**config.mk**
```make
export PLATFORM = sky130hd
export DESIGN_NAME = timer_apb_responder
export DESIGN_NICKNAME = d
export VERILOG_FILES = /design/src/rtl/timer_apb_responder.sv
export SDC_FILE = /design/constraint.sdc
export NUM_CORES = 1
export LEC_CHECK = 0
export CAP_MARGIN = 20
export CORE_MARGIN = 2
export CORE_UTILIZATION = 50
export DETAILED_ROUTE_END_ITERATION = 10
export GPL_ROUTABILITY_DRIVEN = 0
export PLACE_DENSITY = 0.74
export REMOVE_ABC_BUFFERS = 1
export SLEW_MARGIN = 25
export SYNTH_ARGS = -nofsm -noshare
export SYNTH_HDL_FRONTEND = slang
export SYNTH_SLANG_ARGS = --single-unit
```
**constraint.sdc**
```tcl
create_clock -name sys_clk -period 3.1 [get_ports sys_clk]
set_clock_uncertainty 0.05 [all_clocks]
set_input_delay 0.93 -clock sys_clk [delete_from_list [all_inputs] [get_ports sys_clk]]
set_output_delay 0.93 -clock sys_clk [all_outputs]
set_load 0.01 [all_outputs]
```
**src/rtl/timer_apb_responder.sv**
```systemverilog
// timer_apb_responder: APB register file and 64-bit counter core for the system timer.
// Holds control/compare/interrupt/halt registers and drives the level interrupt tim_int.
module timer_apb_responder #(
    parameter int unsigned WAIT_STATES = 1,
    parameter logic [63:0] CMP_RST     = 64'hFFFF_FFFF_FFFF_FFFF
) (
    input  logic        sys_clk,
    input  logic        sys_rst_n,
    input  logic        tim_psel,
    input  logic        tim_penable,
    input  logic        tim_pwrite,
    input  logic [11:0] tim_paddr,
    input  logic [31:0] tim_pwdata,
    input  logic [3:0]  tim_pstrb,
    output logic [31:0] tim_prdata,
    output logic        tim_pready,
    output logic        tim_pslverr,
    input  logic        dbg_mode,
    output logic        tim_int
);
    typedef enum logic [1:0] {IDLE, SETUP, WAIT, ACCESS} state_t;

    state_t      state_q, state_d;
    logic [1:0]  wait_q, wait_d;
    logic [31:0] prdata_q, prdata_d;
    logic        slverr_q, slverr_d;
    logic        en_q, en_d, int_en_q, int_en_d, int_st_q, int_st_d;
    logic        halt_req_q, halt_req_d, halt_ack_q, int_q;
    logic [63:0] cnt_q, cnt_d, cmp_q, cmp_d;
    logic        addr_err, commit, inc, carry;
    logic [2:0]  idx;
    logic [7:0]  we;
    logic [31:0] wmask, rdata;

    function automatic logic [31:0] merge(input logic [31:0] old, input logic [31:0] wd,
                                          input logic [31:0] m);
        return (old & ~m) | (wd & m);
    endfunction

    assign idx      = tim_paddr[4:2];
    assign addr_err = (|tim_paddr[1:0]) || (|tim_paddr[11:5]);
    assign commit   = state_q == ACCESS && tim_pwrite && !addr_err;
    assign we       = commit ? 8'(1) << idx : 8'd0;
    assign wmask    = {{8{tim_pstrb[3]}}, {8{tim_pstrb[2]}}, {8{tim_pstrb[1]}}, {8{tim_pstrb[0]}}};
    assign inc      = en_q && !halt_ack_q;
    assign carry    = inc && (&cnt_q[31:0]);

    always_comb begin
        state_d = state_q;
        wait_d  = wait_q;
        case (state_q)
            IDLE:    state_d = (tim_psel && !tim_penable) ? SETUP : IDLE;
            SETUP: begin
                wait_d = 2'd0;
                if (!tim_psel)
                    state_d = IDLE;
                else if (tim_penable)
                    state_d = (WAIT_STATES == 0) ? ACCESS : WAIT;
            end
            WAIT: begin
                if (!tim_psel)
                    state_d = IDLE;
                else if (wait_q == 2'(WAIT_STATES - 1))
                    state_d = ACCESS;
                else
                    wait_d = wait_q + 2'd1;
            end
            ACCESS:  state_d = tim_psel ? SETUP : IDLE;
            default: state_d = IDLE;
        endcase
    end

    always_comb begin
        rdata = 32'd0;
        case (idx)
            3'd0: rdata = {31'd0, en_q};
            3'd1: rdata = cnt_q[31:0];
            3'd2: rdata = cnt_q[63:32];
            3'd3: rdata = cmp_q[31:0];
            3'd4: rdata = cmp_q[63:32];
            3'd5: rdata = {31'd0, int_en_q};
            3'd6: rdata = {31'd0, int_st_q};
            3'd7: rdata = {30'd0, halt_ack_q, halt_req_q};
            default: rdata = 32'd0;
        endcase
    end

    // Read data and error are captured on the edge that enters ACCESS and zeroed otherwise.
    assign prdata_d = (state_d == ACCESS && !tim_pwrite && !addr_err) ? rdata : 32'd0;
    assign slverr_d = state_d == ACCESS && addr_err;

    // A write to one counter half replaces it; the other half still takes the carry.
    assign cnt_d[31:0]  = we[1] ? merge(cnt_q[31:0], tim_pwdata, wmask) : cnt_q[31:0] + {31'd0, inc};
    assign cnt_d[63:32] = we[2] ? merge(cnt_q[63:32], tim_pwdata, wmask) : cnt_q[63:32] + {31'd0, carry};
    assign cmp_d[31:0]  = we[3] ? merge(cmp_q[31:0], tim_pwdata, wmask) : cmp_q[31:0];
    assign cmp_d[63:32] = we[4] ? merge(cmp_q[63:32], tim_pwdata, wmask) : cmp_q[63:32];
    assign en_d         = (we[0] && tim_pstrb[0]) ? tim_pwdata[0] : en_q;
    assign int_en_d     = (we[5] && tim_pstrb[0]) ? tim_pwdata[0] : int_en_q;
    assign halt_req_d   = (we[7] && tim_pstrb[0]) ? tim_pwdata[0] : halt_req_q;
    assign int_st_d     = (cnt_q == cmp_q) || (int_st_q && !(we[6] && tim_pstrb[0] && tim_pwdata[0]));

    always_ff @(posedge sys_clk or negedge sys_rst_n) begin
        if (!sys_rst_n) begin
            state_q    <= IDLE;
            wait_q     <= 2'd0;
            prdata_q   <= 32'd0;
            slverr_q   <= 1'b0;
            en_q       <= 1'b0;
            int_en_q   <= 1'b0;
            int_st_q   <= 1'b0;
            halt_req_q <= 1'b0;
            halt_ack_q <= 1'b0;
            int_q      <= 1'b0;
            cnt_q      <= 64'd0;
            cmp_q      <= CMP_RST;
        end else begin
            state_q    <= state_d;
            wait_q     <= wait_d;
            prdata_q   <= prdata_d;
            slverr_q   <= slverr_d;
            en_q       <= en_d;
            int_en_q   <= int_en_d;
            int_st_q   <= int_st_d;
            halt_req_q <= halt_req_d;
            halt_ack_q <= halt_req_q && dbg_mode;
            int_q      <= int_st_q && int_en_q;
            cnt_q      <= cnt_d;
            cmp_q      <= cmp_d;
        end
    end

    assign tim_prdata  = prdata_q;
    assign tim_pready  = state_q == ACCESS;
    assign tim_pslverr = slverr_q;
    assign tim_int     = int_q;
endmodule

```
# After elaboration in Yosys (flattened, before gate mapping)
# Cells that the tools add are included.
[classes] bitwise=10 n_div=0 magnitude_cmp=0 reduce_logical=31 multipliers=0 eq_ne=14 add_sub_neg=3 mux=15 shifts=1
[ops] cell="case mux 32 bit (8 select lines)" n=1
[ops] cell="AND 32 bit" n=5
[ops] cell="OR 32 bit" n=4
[ops] cell="two-way mux 32 bit" n=3
[ops] cell="adder 32 x 1 -> 32 bit" n=2
[ops] cell="== test 64 bit" n=1
[ops] cell="NOT 32 bit" n=1
[ops] cell="AND reduction 32 bit" n=1
[ops] cell="logical AND 1 bit" n=16
[ops] cell="== test 3 bit, second input constant" n=4
[ops] cell="two-way mux 2 bit" n=6
[ops] cell="two-way mux 8 bit" n=1
[ops] cell="case mux 2 bit (4 select lines)" n=1
[ops] cell="left shift 1 x 3 -> 8 bit, first input constant" n=1
[ops] cell="OR reduction 7 bit" n=1
[ops] cell="== test 2 bit, second input constant" n=3
[ops] cell="== test 3 x 2 -> 1 bit, second input constant" n=2
[ops] cell="logical NOT 1 bit" n=5
[ops] cell="logical NOT 2 bit" n=2
[ops] cell="inequality test 2 bit, second input constant" n=2
[ops] cell="case mux 2 bit (2 select lines)" n=1
[ops] cell="== test 3 x 1 -> 1 bit, second input constant" n=1
[ops] cell="logical NOT 3 bit" n=1
[ops] cell="AND reduction 3 bit" n=1
[ops] cell="6 further kinds" n=8
[word_totals] n_memories=0 latch_bits=0 word_cells=87 mem_bits_ro=0 output_inout_bits=35 mem_bits_rw=0 register_bits=171

# Longest topological paths before layout
[depth] ltp_word=10 mapped_depth=12 mapped_depth_nobuf=12

# Worst setup path after synthesis
# Ideal clock, no wire load.
[synth_timing] kind="reg2reg" start="reg with a tool-made name" end="reg with a tool-made name" synth_period_minus_slack_ns=3.292 arrival_time_ns=3.148 setup_time_ns=0.094 path_slack_ns=-0.192 path_stages_with_launch=12 path_buffers=1 cell_sequence="dfrtp_1 > clkbuf_1 > nand4_1 > nor4_1 > nor4b_1 > ha_1 > ha_1 > nand4_1 > nor4_2 > a21boi_0 > a211oi_1 > a211oi_1"

==> results.toml <==
[floorplanning]
die_width_um = 142
die_height_um = 142
initial_utilization = 0.511
floorplan_die_area_um2 = 20200
boundaryPins = 89
placement_rows = 50
placeable_core_area_um2 = 18700

[synthesis]
post_synthesis_sequential_element_count = 171
ys_top_cells_by_count = "dfrtp_1 (107), a21oi_1 (67), dfstp_2 (64), xnor2_1 (64)"
syn_area_um2 = 9550
synth-main-ff-cell = "dfrtp_1"
synth_cell_types = 67
postSynth.asyncResetShare = 1.00
yosysWarningCount = 0
synthesized_area_fraction_occupied_by_ao_oa_aoi_and_oai_cells = 0.193
synthCells = 941
synth_top_family_by_area = "compound AO/OA/AOI/OAI gates"
synthTopCellsByArea = "dfrtp_1 (28%), dfstp_2 (18%), mux2_2 (7.3%)"
synth_xor_xnor_area_share = 0.0596
synth-seq-area-share = 0.456
post-synth-top-area-fraction = 0.280
synth_adder_area_share = 0.00655
post-synth-top-count-cell = "dfrtp_1"
syn_area_per_cell_um2 = 10.2
number_of_synthesized_flops_with_an_enable_pin = 0
muxShareOfSynthArea = 0.0841
synth_top_cell_by_area = "dfrtp_1"
synth_simple_gate_area_frac = 0.159

[worst_setup_path]
worst-endpoint-required_ps = 3420
critical_path_arrival_ps = 3330
cp_max_fo = 4
critPathCaptureType = "flip-flop"
timing.reg2reg.setup_slack_ps = 90
worst_setup_path_type = "reg -> reg"
critical_path.startpoint_type = "flip-flop"
worst-r2r-cell-count = 13

[clock_network]
cts-buffers-inserted = 17
htreeDepth = 4
ctsHoldBuffers = 0
clock_pin_slew_reported_for_the_worst_setup_and_hold_paths_after_clock_tree_synthesis_ps = 70
ctsLongestPathBuffers = 2
tritoncts = "done"
numClockSinks = 171
worstSkewPairLatency_ps = 430
clock-root-buffer = "clkbuf_16"

[layout]
area_delta_synth_final_pct = 26.4
diodes = 0
fin_area_um2 = 12100
final_net_count = 1144
share_of_post_route_cells_with_drive_strength_above_1 = 0.295

[routing]
avgRoutedWirePerCell_um = 23.2
drcViolationCount = 0
drt_pass1_iterations = 7
route.vias.total = 8808
ant_nets = 0
routed_via_density = 6.61
initialDrtViolationCount = 1190
drt_wl_total_um = 31000

[global_routing]
global_route_wire_length_before_repair_um = 47800
grt-ovfl-total = 0
antenna_violations_before_repair = 0
largest_net_degree_at_the_start_of_global_routing = 47
via_count_of_the_first_global_routing_pass = 8529
grt.total_usage = 0.310

[power_and_ir_drop]
power.static_leakage_uw = 0.00461
pwr_density_cell_nw_per_um2 = 385
ir_drop_v = 0.000349
p_switching_uw = 1080
intPower_uw = 3570
pwr-share-seq = 0.482
combPwrFrac = 0.058
clock_power_share = 0.460
p_sw_frac = 0.231

[placed_design]
place.port_buffers = 88
dpl-instance-area_um2 = 11300
dpl.hpwl_um = 21800

[status]
status = "finished, final reports clean"

[timing]
final_hold_viol_count = 0
rsz0062_at_grt = "yes"
relSlewSlack = 0.527
tightest_slew_ps = 702
maxSlewViolCount = 0
fin_crit_sh = 0.972
timing.final.setup_violations = 0
period_minus_slack_ps = 3010
maxClockFrequency_ghz = 0.332
fin_hold_ws_ps = 388
totalNegativeSetupSlack_ps = 0

[flow_run]
drv.max_cap_violation_count = 0

[worst_hold_path]
holdCritPathClass = "in -> async"
-- power by group through the flow --
stage,Combinational (uW),Clock [uW],Sequential (uW)
floorplan,49.8,0,2280
global placement,262,0,2280
detailed placement,264,0,2280
CTS,266,2150,2240
global route,286,2250,2240
finish,268,2140,2240
-- worst max-delay path by stage --
stage | endpoint | depth (start not counted) | slack, ps | startpoint
finish | flip-flop | 13 | 90 | flip-flop
CTS | flip-flop | 13 | 4 | flip-flop
global route | flip-flop | 14 | -130 | halt_ack_q
detailed placement | flip-flop | 13 | -180 | flip-flop
global placement | flip-flop | 13 | -10 | flip-flop
floorplan | flip-flop | 3 | -1040 | tim_paddr[2]
-- cells by family after synthesis --
group                      count (synthesis)
and+or+nand+nor                          277
DFF                                      171
buffers and inverters                     95
adders and majority gates                  5
AOI/OAI and AO/OA                        258
xor gates and xnor gates                  65
muxes                                     70
-- critical path, cell delays in order (launching register included) --
cell     delay, ps
dfrtp_1        360
nand4_1        180
nor4_2         300
buf_4          180
nor4b_2        210
ha_2           250
ha_4           140
nand4_1        170
nor4_4         310
buf_4          170
o21ai_4         80
buf_12         150
or3_4          320
nand3_2         80
-- cell type report --
cell class	instances	area, um^2
fill	1497	6640
multi-input combinational	675	4940
sequential	171	4360
timing repair buffer	199	1820
clock buffer	21	460
tap	234	293
clock inverter	11	120
inverter	21	78.8
-- cell usage in the layout (no fill, tap or decap), types with 17 or more instances in the layout --
cell	n
a21oi_1	66
o221a_2	17
nor2_1	44
xnor2_1	64
o21ai_0	20
dfstp_2	64
dfrtp_1	107
mux2_2	62
nand3_1	47
nand2_1	50
inv_1	21
a22oi_1	62
clkdlybuf4s50_1	87
nor3_1	17
buf_4	102
nand4_1	37
clkbuf_16	17
-- what timing repair did --
| item | 4_1_cts | 5_1_grt |
|---|---|---|
| pin swaps | 2 | 12 |
| buffers inserted | 0 | 6 |
| resized for setup | 3 | 22 |
| endpoints found under the setup margin | 7 | 17 |
-- per-layer routing --
metal | part of all wire | global-route usage | up-vias
li1 | - | - | 3844
met1 | 0.40 | 0.427 | 4287
met2 | 0.45 | 0.473 | 586
met3 | 0.10 | 0.0747 | 91
met4 | 0.037 | 0.122 | 0
met5 | 0 | 0 | -
-- metrics by stage --
step / utilization / total power, uW / setup WS, ps / std cells
global placement: 0.604 / 2540 / -13.5 / 1294
floorplan: - / 2330 / -1040 / 867
finish: 0.645 / 4650 / 85.7 / 1332
global route: 0.645 / 4780 / -125 / 1332
CTS: 0.636 / 4660 / 3.70 / 1326
detailed placement: 0.604 / 2540 / -181 / 1294
No activity file was read; power rests on OpenSTA's default activity.
